$ cat src/rtl/pll_lock_supervisor.sv
// pll_lock_supervisor
// Lock supervisor and reset sequencer for the FFT-path PLL, clocked by the
// PLL reference clock. It pulses the PLL reset, waits for a stable lock and
// only then releases the downstream reset. A lock timeout is retried a
// bounded number of times before the block parks in a sticky FAIL state.
// A lock loss while running restarts the whole sequence and is counted.
//
// Ports:
//   clk           in   reference clock (same net as the PLL input clock)
//   rst           in   synchronous reset, active-high
//   pll_lock      in   PLL lock indication, asynchronous to clk
//   pll_rst       out  reset to the PLL, active-high
//   sys_rst_out   out  reset for PLL-clocked logic, active-high
//   locked        out  high only while running with a qualified lock
//   fail          out  sticky: lock never achieved within MAX_RETRY attempts
//   lock_loss_cnt out  saturating count of lock losses seen while running
module pll_lock_supervisor #(
  parameter int unsigned PLL_RST_CYC      = 16,
  parameter int unsigned LOCK_TIMEOUT_CYC = 50000,
  parameter int unsigned LOCK_STABLE_CYC  = 1024,
  parameter int unsigned MAX_RETRY        = 7
) (
  input  logic       clk,
  input  logic       rst,
  input  logic       pll_lock,
  output logic       pll_rst,
  output logic       sys_rst_out,
  output logic       locked,
  output logic       fail,
  output logic [7:0] lock_loss_cnt
);

  localparam int unsigned MAX_AB  = (PLL_RST_CYC > LOCK_TIMEOUT_CYC) ? PLL_RST_CYC : LOCK_TIMEOUT_CYC;
  localparam int unsigned MAX_ALL = (MAX_AB > LOCK_STABLE_CYC) ? MAX_AB : LOCK_STABLE_CYC;
  localparam int unsigned CNT_W   = $clog2(MAX_ALL) + 1;
  localparam int unsigned RETRY_W = 4;
  localparam int unsigned LOSS_W  = 8;
  localparam int unsigned SYNC_W  = 2;

  localparam logic [CNT_W-1:0]   RST_LAST     = CNT_W'(PLL_RST_CYC - 1);
  localparam logic [CNT_W-1:0]   TIMEOUT_LAST = CNT_W'(LOCK_TIMEOUT_CYC - 1);
  localparam logic [CNT_W-1:0]   STABLE_LAST  = CNT_W'(LOCK_STABLE_CYC - 1);
  localparam logic [RETRY_W-1:0] RETRY_LIMIT  = RETRY_W'(MAX_RETRY);
  localparam logic [LOSS_W-1:0]  LOSS_MAX     = '1;

  typedef enum logic [2:0] {
    S_RESET_PLL,
    S_WAIT_LOCK,
    S_STABLE,
    S_RUN,
    S_FAIL
  } state_e;

  state_e              state_q, state_d;
  logic [CNT_W-1:0]    cnt_q, cnt_d;
  logic [RETRY_W-1:0]  retry_cnt_q, retry_cnt_d;
  logic [RETRY_W-1:0]  retry_inc;
  logic [LOSS_W-1:0]   loss_cnt_q, loss_cnt_d;
  logic [SYNC_W-1:0]   sync_q, sync_d;
  logic                lock_s;
  logic                pll_rst_q, pll_rst_d;
  logic                sys_rst_q, sys_rst_d;
  logic                locked_q, locked_d;
  logic                fail_q, fail_d;

  // Next state, counters and registered outputs
  always_comb begin
    sync_d      = {sync_q[0], pll_lock};
    lock_s      = sync_q[SYNC_W-1];
    state_d     = state_q;
    cnt_d       = cnt_q;
    retry_cnt_d = retry_cnt_q;
    loss_cnt_d  = loss_cnt_q;
    retry_inc   = retry_cnt_q + RETRY_W'(1);

    case (state_q)
      S_RESET_PLL: begin
        if (cnt_q == RST_LAST) state_d = S_WAIT_LOCK;
      end
      S_WAIT_LOCK: begin
        // A lock seen on the timeout cycle still wins over the retry.
        if (lock_s) begin
          state_d = S_STABLE;
        end else if (cnt_q == TIMEOUT_LAST) begin
          retry_cnt_d = retry_inc;
          state_d     = (retry_inc == RETRY_LIMIT) ? S_FAIL : S_RESET_PLL;
        end
      end
      S_STABLE: begin
        // A dropout restarts the timeout window without costing a retry.
        if (!lock_s) begin
          state_d = S_WAIT_LOCK;
        end else if (cnt_q == STABLE_LAST) begin
          state_d     = S_RUN;
          retry_cnt_d = '0;
        end
      end
      S_RUN: begin
        if (!lock_s) begin
          state_d = S_RESET_PLL;
          if (loss_cnt_q != LOSS_MAX) loss_cnt_d = loss_cnt_q + LOSS_W'(1);
        end
      end
      S_FAIL: begin
        state_d = S_FAIL;
      end
      default: begin
        state_d = S_RESET_PLL;
      end
    endcase

    // Counter clears on any state entry and only runs in timed states
    if (state_d != state_q) begin
      cnt_d = '0;
    end else if ((state_q == S_RESET_PLL) || (state_q == S_WAIT_LOCK) || (state_q == S_STABLE)) begin
      cnt_d = cnt_q + CNT_W'(1);
    end

    // Outputs are decoded from the next state so they move with the state register
    pll_rst_d = (state_d == S_RESET_PLL) || (state_d == S_FAIL);
    sys_rst_d = (state_d != S_RUN);
    locked_d  = (state_d == S_RUN);
    fail_d    = (state_d == S_FAIL);
  end

  // State and output registers
  always_ff @(posedge clk) begin
    if (rst) begin
      state_q     <= S_RESET_PLL;
      cnt_q       <= '0;
      retry_cnt_q <= '0;
      loss_cnt_q  <= '0;
      sync_q      <= '0;
      pll_rst_q   <= 1'b1;
      sys_rst_q   <= 1'b1;
      locked_q    <= 1'b0;
      fail_q      <= 1'b0;
    end else begin
      state_q     <= state_d;
      cnt_q       <= cnt_d;
      retry_cnt_q <= retry_cnt_d;
      loss_cnt_q  <= loss_cnt_d;
      sync_q      <= sync_d;
      pll_rst_q   <= pll_rst_d;
      sys_rst_q   <= sys_rst_d;
      locked_q    <= locked_d;
      fail_q      <= fail_d;
    end
  end

  assign pll_rst       = pll_rst_q;
  assign sys_rst_out   = sys_rst_q;
  assign locked        = locked_q;
  assign fail          = fail_q;
  assign lock_loss_cnt = loss_cnt_q;

endmodule

$ cat config.mk
export PLATFORM = sky130hd
export DESIGN_NAME = pll_lock_supervisor
export DESIGN_NICKNAME = d
export VERILOG_FILES = /design/src/rtl/pll_lock_supervisor.sv
export SDC_FILE = /design/constraint.sdc
export NUM_CORES = 1
export LEC_CHECK = 0
export CORE_UTILIZATION = 45
export CTS_BUF_LIST = sky130_fd_sc_hd__clkbuf_4 sky130_fd_sc_hd__clkbuf_8
export CTS_CLUSTER_DIAMETER = 30
export DETAILED_ROUTE_END_ITERATION = 8
export PLACE_DENSITY = 0.72
export SYNTH_ARGS = -nofsm -noshare
export SYNTH_HDL_FRONTEND = slang
export SYNTH_SLANG_ARGS = --single-unit
$ cat constraint.sdc
create_clock -name clk -period 1.9 [get_ports clk]
set_clock_uncertainty 0.1 [all_clocks]
set_input_delay 0.285 -clock clk [delete_from_list [all_inputs] [get_ports clk]]
set_output_delay 0.285 -clock clk [all_outputs]
set_load 0.01 [all_outputs]
* Yosys cells after proc, flatten, opt, wreduce, memory -nomap -nowiden
Cells that the tools add are included.
Widths: inputs -> output; s select.
** Cells by class
- Divide/modulo/power cells :: 0
- Shifts and indexed selects :: 0
- Add/subtract/negate cells :: 3
- Reduce and logical (&&, ||, !) cells :: 9
- Multiply operators :: 0
- $lt $le $gt $ge :: 0
- Equality and inequality tests :: 17
- Mux-type cells :: 13
- Bitwise logic cells :: 1
** Operators with widths (number)
- $mux 3 :: 7
- $add 17x1->17 const B :: 1
- $eq 17x10->1 const B :: 1
- $eq 17x16->1 const B :: 1
- $eq 17x4->1 const B :: 1
- $mux 4 :: 4
- $pmux 3 s5 :: 1
- $eq 3x2->1 const B :: 3
- $add 8x1->8 const B :: 1
- $ne 2x2->1 const B :: 4
- $ne 8x8->1 const B :: 1
- $pmux 4 s2 :: 1
- $eq 3x3->1 const B :: 2
- $logic_not 3->1 :: 2
- $reduce_and 5->1 :: 1
- $add 4x1->4 const B :: 1
- $eq 4x3->1 const B :: 1
- $eq 3x1->1 const B :: 1
- $logic_or 1x1->1 :: 3
- $ne 3x2->1 const B :: 1
- $ne 3x3->1 :: 1
- $reduce_and 3->1 :: 1
- $reduce_bool 2->1 :: 1
- $reduce_or 2->1 :: 1
- $not 1->1 :: 1
** Storage, ports and cells
- Memories :: 0
- RAM bits :: 0
- Latch bits :: 0
- Register bits :: 38
- Memory bits (read-only) :: 0
- Logic and storage cells :: 52
- Output and inout bits :: 12

* Depth between registers and ports, before layout
Gate-level depths: netlist of run 1.
- Depth after elaboration :: 8
- Depth in mapped cells :: 8
- Depth with buffers taken out :: 7

* Least setup slack after synthesis of run 1
OpenSTA, ideal clock, no wires.
- Path kind :: reg2reg
- From :: register cnt_q[0]
- To :: register cnt_q[14]
- Stages on the path, launching flop included :: 8
- Slack :: -0.198 ns
- Path buffers :: 1
- Arrival time :: 1.882 ns
- Required time :: 1.685 ns
- Period minus slack after synthesis :: 2.098 ns
- Cell sequence :: dfxtp_1 ha_1 nand4_1 o31a_1 nor4_4 mux2i_4 buf_6 nor2_2
** On the way
- Longest elaborated chain between the ends :: 6
- Elaborated cells on any way between the ends :: 12
- Classes of those cells :: add/sub (1); eq/ne (4); mux (6); reduce/logical (1)
** RTL lines
- from (decl) :: RTL line 55 : logic [CNT_W-1:0] cnt_q, cnt_d;
- from (signal assigned) :: RTL line 140 : cnt_q <= cnt_d;
- $eq 17x10->1 or $eq 17x16->1 (tied branches) :: RTL line 93, 84
- $mux 3, on equally long branches :: RTL line 93, 84
- $mux 3, on equally long branches :: RTL line 91, 82
- $pmux 3 s5 :: RTL line 76 : case (state_q)
- $ne 3x3->1 :: RTL line 113 : if (state_d != state_q) begin
- $reduce_or 2->1 (no line)
Several ways; a longest one is shown, not always the timed one.
A chain may end at the register's enable or synchronous reset.

* Final worst setup path of run 1
- From :: register cnt_q[16]
- To :: register cnt_q[7]
** On the way
- Longest elaborated chain between the ends :: 6
- Elaborated cells on any way between the ends :: 11
- Classes of those cells :: eq/ne (4); mux (6); reduce/logical (1)
** RTL lines (RTL line)
- $eq 17x10->1 or $eq 17x16->1 (tied branches) :: 93, 84
- $mux 3, on equally long branches :: 93, 84
- $mux 3, on equally long branches :: 91, 82
- $pmux 3 s5 (*) :: 76
- $ne 3x3->1 (*) :: 113
- $reduce_or 2->1 (no line) (*)
Mark *: on every way between the ends. The rest lies on a longest branch, timed or not.

==> impl_metrics.env, run 1 <==
export IMPL_clock_sinks=38
export IMPL_synth_seq_area_share_pct=41.6
export IMPL_finish_net_count=266
export IMPL_synth_top_area_share_pct=41.6
export IMPL_vias_per_cell=5.10
export IMPL_root_buffer="clkbuf_8"
export IMPL_gr_total_overflow=0
export IMPL_drtIter0Drc=73
export IMPL_cts_max_path_buffers=2
export IMPL_rows=22
export IMPL_syn_avg_cell_area_um2=9.15
export IMPL_mostFrequentLayoutCell="buf_4"
export IMPL_holdBufCountCts=0
export IMPL_status="finished, violations left"
export IMPL_tightest_slew_ns=0.396
export IMPL_synthCells=200
export IMPL_period_needed_ns=1.98
export IMPL_globalplace_congestion=0.806
export IMPL_p_per_area_nw_per_um2=551
export IMPL_grt_pass1_wl_um=6290
export IMPL_cp_required_ns=1.98
export IMPL_fp_dieW_um=65.8
export IMPL_async_flop_share_pct=0
export IMPL_violations="negative setup slack"
export IMPL_setup_tns_ns=-1.15
export IMPL_drc_errors=0
export IMPL_wire_per_inst_um=12.4
export IMPL_min_path_type="flip-flop to flip-flop"
export IMPL_numCtsBuffers=5
export IMPL_rsz0062_at_grt="yes"
export IMPL_instances_no_fill=306
export IMPL_place_ws_ns=-0.191
export IMPL_grt_start_max_net_pins=18
export IMPL_die_area_um2=4320
export IMPL_start_kind="flip-flop"
export IMPL_antenna_found_initial=0
export IMPL_hold_viol_final=0
export IMPL_firstDrtPassIters=6
export IMPL_synth_distinct_cells=44
export IMPL_cts_max_level=2
export IMPL_vias=1562
export IMPL_place_hpwl_um=2780
export IMPL_grt_util_all_layers_pct=19.4
export IMPL_ios=15
export IMPL_synthesis_nets=207
export IMPL_ant_nets=0
export IMPL_clk_latency_ns=0.29
export IMPL_dp_cells=298
export IMPL_area_growth_pct=39.8
export IMPL_n_antenna_cell=0
export IMPL_layout_drive_gt1_share_pct=35.7
export IMPL_worstPathArrival_ns=2.06
export IMPL_maxSlewViolCount=0
export IMPL_grt_pass1_vias=1479
export IMPL_syn_area_um2=1830
export IMPL_yosys_warnings=0
export IMPL_relSlewSlack_pct=73.5
export IMPL_crit_type="flip-flop to flip-flop"
export IMPL_fp_dieH_um=65.8
export IMPL_setup_slack_ns=-0.0800
export IMPL_p_leak_nw=0.987
export IMPL_yosys_register_bits=38
export IMPL_synth_main_ff_cell="dfxtp_1"
export IMPL_port_buffers=14
export IMPL_fin_crit_sh_pct=104
export IMPL_max_freq_mhz=505
export IMPL_initial_core_util_pct=48.5
export IMPL_core_area_um2=3770
export IMPL_wl_um=3780
export IMPL_worstPathMaxFanout=17
export IMPL_cts_tree="done"
export IMPL_cap_violations=0
export IMPL_setup_viol=17
export IMPL_synth_area_top_cells="dfxtp_1 42%, xor2_1 6.7%, xnor2_1 4.8%, nor2_1 4.7%, nor2_2 3.4%"
export IMPL_synth_top_area_cell="dfxtp_1"
export IMPL_cp_end_kind="flip-flop"
export IMPL_final_cell_mix="40 x buf_4, 28 x dfxtp_1, 22 x nor2_1"
export IMPL_vdd_drop_max_uv=339
export IMPL_path_clk_slew_ns=0.07
export IMPL_synth_edf_count=0
-- where the power goes --
group / total [W] / internal [W] / switching, W
combinational: 0.0000661 / 0.0000326 / 0.0000334
sequential: 0.000810 / 0.000804 / 0.00000620
clock: 0.000533 / 0.000279 / 0.000254
total: 0.00141 / 0.00112 / 0.000293
-- worst max-delay path: stages, from the launching register on --
cell and delay [ns]:
dfxtp_2 0.34, nor3_4 0.20, nand4_1 0.14, o31a_1 0.29, nor4_4 0.25, mux2i_4 0.31
buf_12 0.18, nor2_1 0.06
-- cells by family (layout without fill, tap and decap cells) --
logic type               Yosys count  after routing  synth area share [%]
flip-flops                        38             38                  41.6
buffers and inverters             10             68                  2.67
XOR/XNOR                          24             24                  11.5
multiplexers                       4              4                  2.87
adder cells (fa/ha/maj)            4              4                  2.74
AO/OA/AOI/OAI                     20             20                  8.00
AND/OR/NAND/NOR                  100            100                  30.6
-- layout make-up --
type,instances,area [um2]
flip-flops and latches,38,776
inverters,3,11.3
clock buffers,6,82.6
fillers,299,1210
multi-input cells,152,1120
repair buffers,59,505
well taps,48,60.1
-- sequential cells by signal (all words and copies together) (netlist names) --
signal         flops
cnt_q             17
lock_loss_cnt      8
retry_cnt_q        4
state_q            3
sync_q             2
fail               1
locked             1
pll_rst            1
sys_rst_out        1
-- through the flow --
stage / cell area, um2 / hold slack [ns] / power (W) / util, %
global placement: 2350 / 0.327 / 0.000892 / 62.2
CTS: 2450 / 0.356 / 0.00143 / 65.0
global route: 2560 / 0.352 / 0.00147 / 67.8
floorplan: 1850 / 0.313 / 0.000865 / -
detailed placement: 2350 / 0.348 / 0.000893 / 62.2
finish: 2560 / 0.344 / 0.00141 / 67.8
-- timing repair --
action | in CTS | in global routing
setup endpoints to repair | 21 | 27
resized for setup | 5 | 20
pin swaps | 1 | 8
setup buffers | 0 | 3
gates cloned | 0 | 0
-- per-layer routing --
layer  GRT usage [%]  vias to the layer above  part of all wire (%)
met5               0                        -                     0
met4            8.42                        0                   2.1
met3            5.90                       10                   3.2
met2            32.0                       29                    48
met1            22.8                      716                    46
li1                -                      807                     -
-- cells in the mapped netlist (all sizes together), types with 4 or more instances --
cell / number
a21oi: 6
buf: 4
dfxtp: 38
ha: 4
mux2i: 4
nand2: 15
nand3: 8
nand4: 9
nor2: 33
nor2b: 5
nor3: 8
nor3b: 4
xnor2: 10
xor2: 14
-- final timing paths --
path | startpoint | endpoint | depth (start not counted) | slack [ns]
worst max-delay path | cnt_q[16] | cnt_q[7] | 7 | -0.08
worst min-delay path | sync_q[0] | sync_q[1] | 1 | 0.34
worst max register to register | cnt_q[16] | cnt_q[7] | 7 | -0.08
worst min register to register | sync_q[0] | sync_q[1] | 1 | 0.34
(Power assumes the default switching activity.)
==> run 2: changes to the inputs <==
CTS_CLUSTER_DIAMETER = 80   (was 30)
==> results of run 2 <==
No change in the layout: final DEF, timing and power equal those of run 1.
==> run 3: changes to the inputs <==
CTS_CLUSTER_SIZE = 12   (was unset)
DONT_BUFFER_PORTS = 1   (was unset)
PLACE_DENSITY = 0.67   (was 0.72)
SLEW_MARGIN = 25   (was unset)
==> impl_metrics.env, run 3 (synthesized netlist as in run 1, its figures left out) <==
export IMPL_status="finished, violations left"
export IMPL_violations="negative setup slack"
export IMPL_rsz0062_at_grt="yes"
export IMPL_tightest_slew_ns=0.686
export IMPL_grt_pass1_vias=1616
export IMPL_fin_crit_sh_pct=103
export IMPL_die_area_um2=4320
export IMPL_cts_max_path_buffers=2
export IMPL_wl_met3_um=140
export IMPL_mostFrequentLayoutCell="buf_4"
export IMPL_worstPathMaxFanout=17
export IMPL_final_util_pct=63.8
export IMPL_ios=15
export IMPL_firstDrtPassIters=4
export IMPL_p_int_w=0.00112
export IMPL_grt_util_all_layers_pct=20.7
export IMPL_wl_um=3970
export IMPL_cp_end_kind="flip-flop"
export IMPL_maxSlewViolCount=0
export IMPL_clk_latency_ns=0.30
export IMPL_hold_viol_final=0
export IMPL_core_area_um2=3770
export IMPL_clock_sinks=38
export IMPL_fp_dieH_um=65.8
export IMPL_cap_violations=0
export IMPL_relSlewSlack_pct=54.1
export IMPL_root_buffer="clkbuf_8"
export IMPL_worstPathArrival_ns=2.04
export IMPL_area_growth_pct=31.5
export IMPL_drc_errors=0
export IMPL_setup_slack_ns=-0.0522
export IMPL_cts_max_level=2
export IMPL_wl_met1_um=1730
export IMPL_antenna_found_initial=0
export IMPL_power_net_switching_w=0.000325
export IMPL_ant_nets=0
export IMPL_drtIter0Drc=59
export IMPL_fp_dieW_um=65.8
export IMPL_grt_pass1_wl_um=6720
export IMPL_top_register="cnt_q"
export IMPL_place_area_um2=2190
export IMPL_place_hpwl_um=2870
export IMPL_hold_ws_ns=0.0274
export IMPL_rows=22
export IMPL_setup_viol=17
export IMPL_final_cell_mix="41 x buf_4, 27 x dfxtp_1, 21 x nor2_1"
export IMPL_numCtsBuffers=5
export IMPL_max_freq_mhz=512
export IMPL_crit_type="flip-flop to flip-flop"
export IMPL_globalplace_congestion=0.832
export IMPL_start_kind="flip-flop"
export IMPL_fin_area_um2=2410
export IMPL_cp_required_ns=1.98
export IMPL_n_antenna_cell=0
export IMPL_fill_cells=318
export IMPL_p_leak_nw=0.933
export IMPL_port_buffers=0
export IMPL_wire_per_inst_um=13.5
export IMPL_min_path_type="input port to flip-flop"
export IMPL_period_needed_ns=1.95
export IMPL_cts_tree="done"
export IMPL_layout_drive_gt1_share_pct=37.4
export IMPL_wl_met2_um=2010
export IMPL_power_w=0.00145
export IMPL_whs_path_depth=1
export IMPL_grt_start_max_net_pins=20
export IMPL_clockPowerShare_pct=40.0
export IMPL_gr_total_overflow=0
export IMPL_p_per_area_nw_per_um2=601
export IMPL_finish_net_count=252
export IMPL_largest_reg_flops=17
export IMPL_pwr_share_seq_pct=55.8
export IMPL_pwr_share_comb_pct=4.1
export IMPL_worstRegToRegCells=7
export IMPL_initial_core_util_pct=48.5
export IMPL_path_clk_slew_ns=0.07
export IMPL_vdd_drop_max_uv=332
export IMPL_sw_frac_of_total_pct=22.5
export IMPL_vias_per_cell=5.36
export IMPL_vias=1577
export IMPL_dr_max_layer_used="met4"
## run 3: critical path, stage by stage (launching register included)
cell,delay (ns)
dfxtp_2,0.33
nor3_2,0.18
nand4_1,0.14
o31a_1,0.29
nor4_4,0.24
mux2i_4,0.31
buf_12,0.18
nor2_1,0.07
## run 3: per-layer routing
| metal | vias to the layer above | track usage (%) |
|---|---|---|
| met2 | 26 | 34.8 |
| met3 | 9 | 6.60 |
| met1 | 756 | 23.1 |
| li1 | 786 | - |
| met5 | - | 0 |
| met4 | 0 | 10.3 |
## run 3: per-stage QoR
stage | TNS (ns) | worst slack, ns | std cells
floorplan | -1.78 | -0.170 | 200
global placement | -1.44 | -0.0858 | 282
detailed placement | -2.41 | -0.154 | 282
CTS | -1.04 | -0.0841 | 292
global route | -2.21 | -0.148 | 294
finish | -0.507 | -0.0522 | 294
## run 3: final cells by class
class	instances	area, um2	area share [%]
multi-input cells	152	1100	45.7
flip-flops and latches	38	779	32.4
repair buffers	45	360	15.0
clock buffers	6	82.6	3.43
well taps	48	60.1	2.50
clock inverters	2	12.5	0.520
inverters	3	11.3	0.468
## run 3: power by group through the flow
stage               logic (W)  registers, W  clock network (W)
floorplan           0.0000354      0.000830                  0
global placement    0.0000473      0.000828                  0
detailed placement  0.0000514      0.000829                  0
CTS                 0.0000596      0.000810           0.000595
global route        0.0000651      0.000809           0.000635
finish              0.0000594      0.000808           0.000579
## run 3: what timing repair did
action | CTS | global route
endpoints found under the hold margin | 19 | 0
cloned | 0 | 0
setup endpoints to repair | 20 | 26
resized for setup | 6 | 15
buffers inserted | 1 | 2
pin swaps | 2 | 3
hold buffers | 1 | 0
## run 3: final timing paths
check        startpoint   endpoint  slack, ns
min reg2reg   sync_q[0]  sync_q[1]       0.34
min            pll_lock  sync_q[0]       0.03
max           cnt_q[16]   cnt_q[7]      -0.05
max reg2reg   cnt_q[16]   cnt_q[7]      -0.05
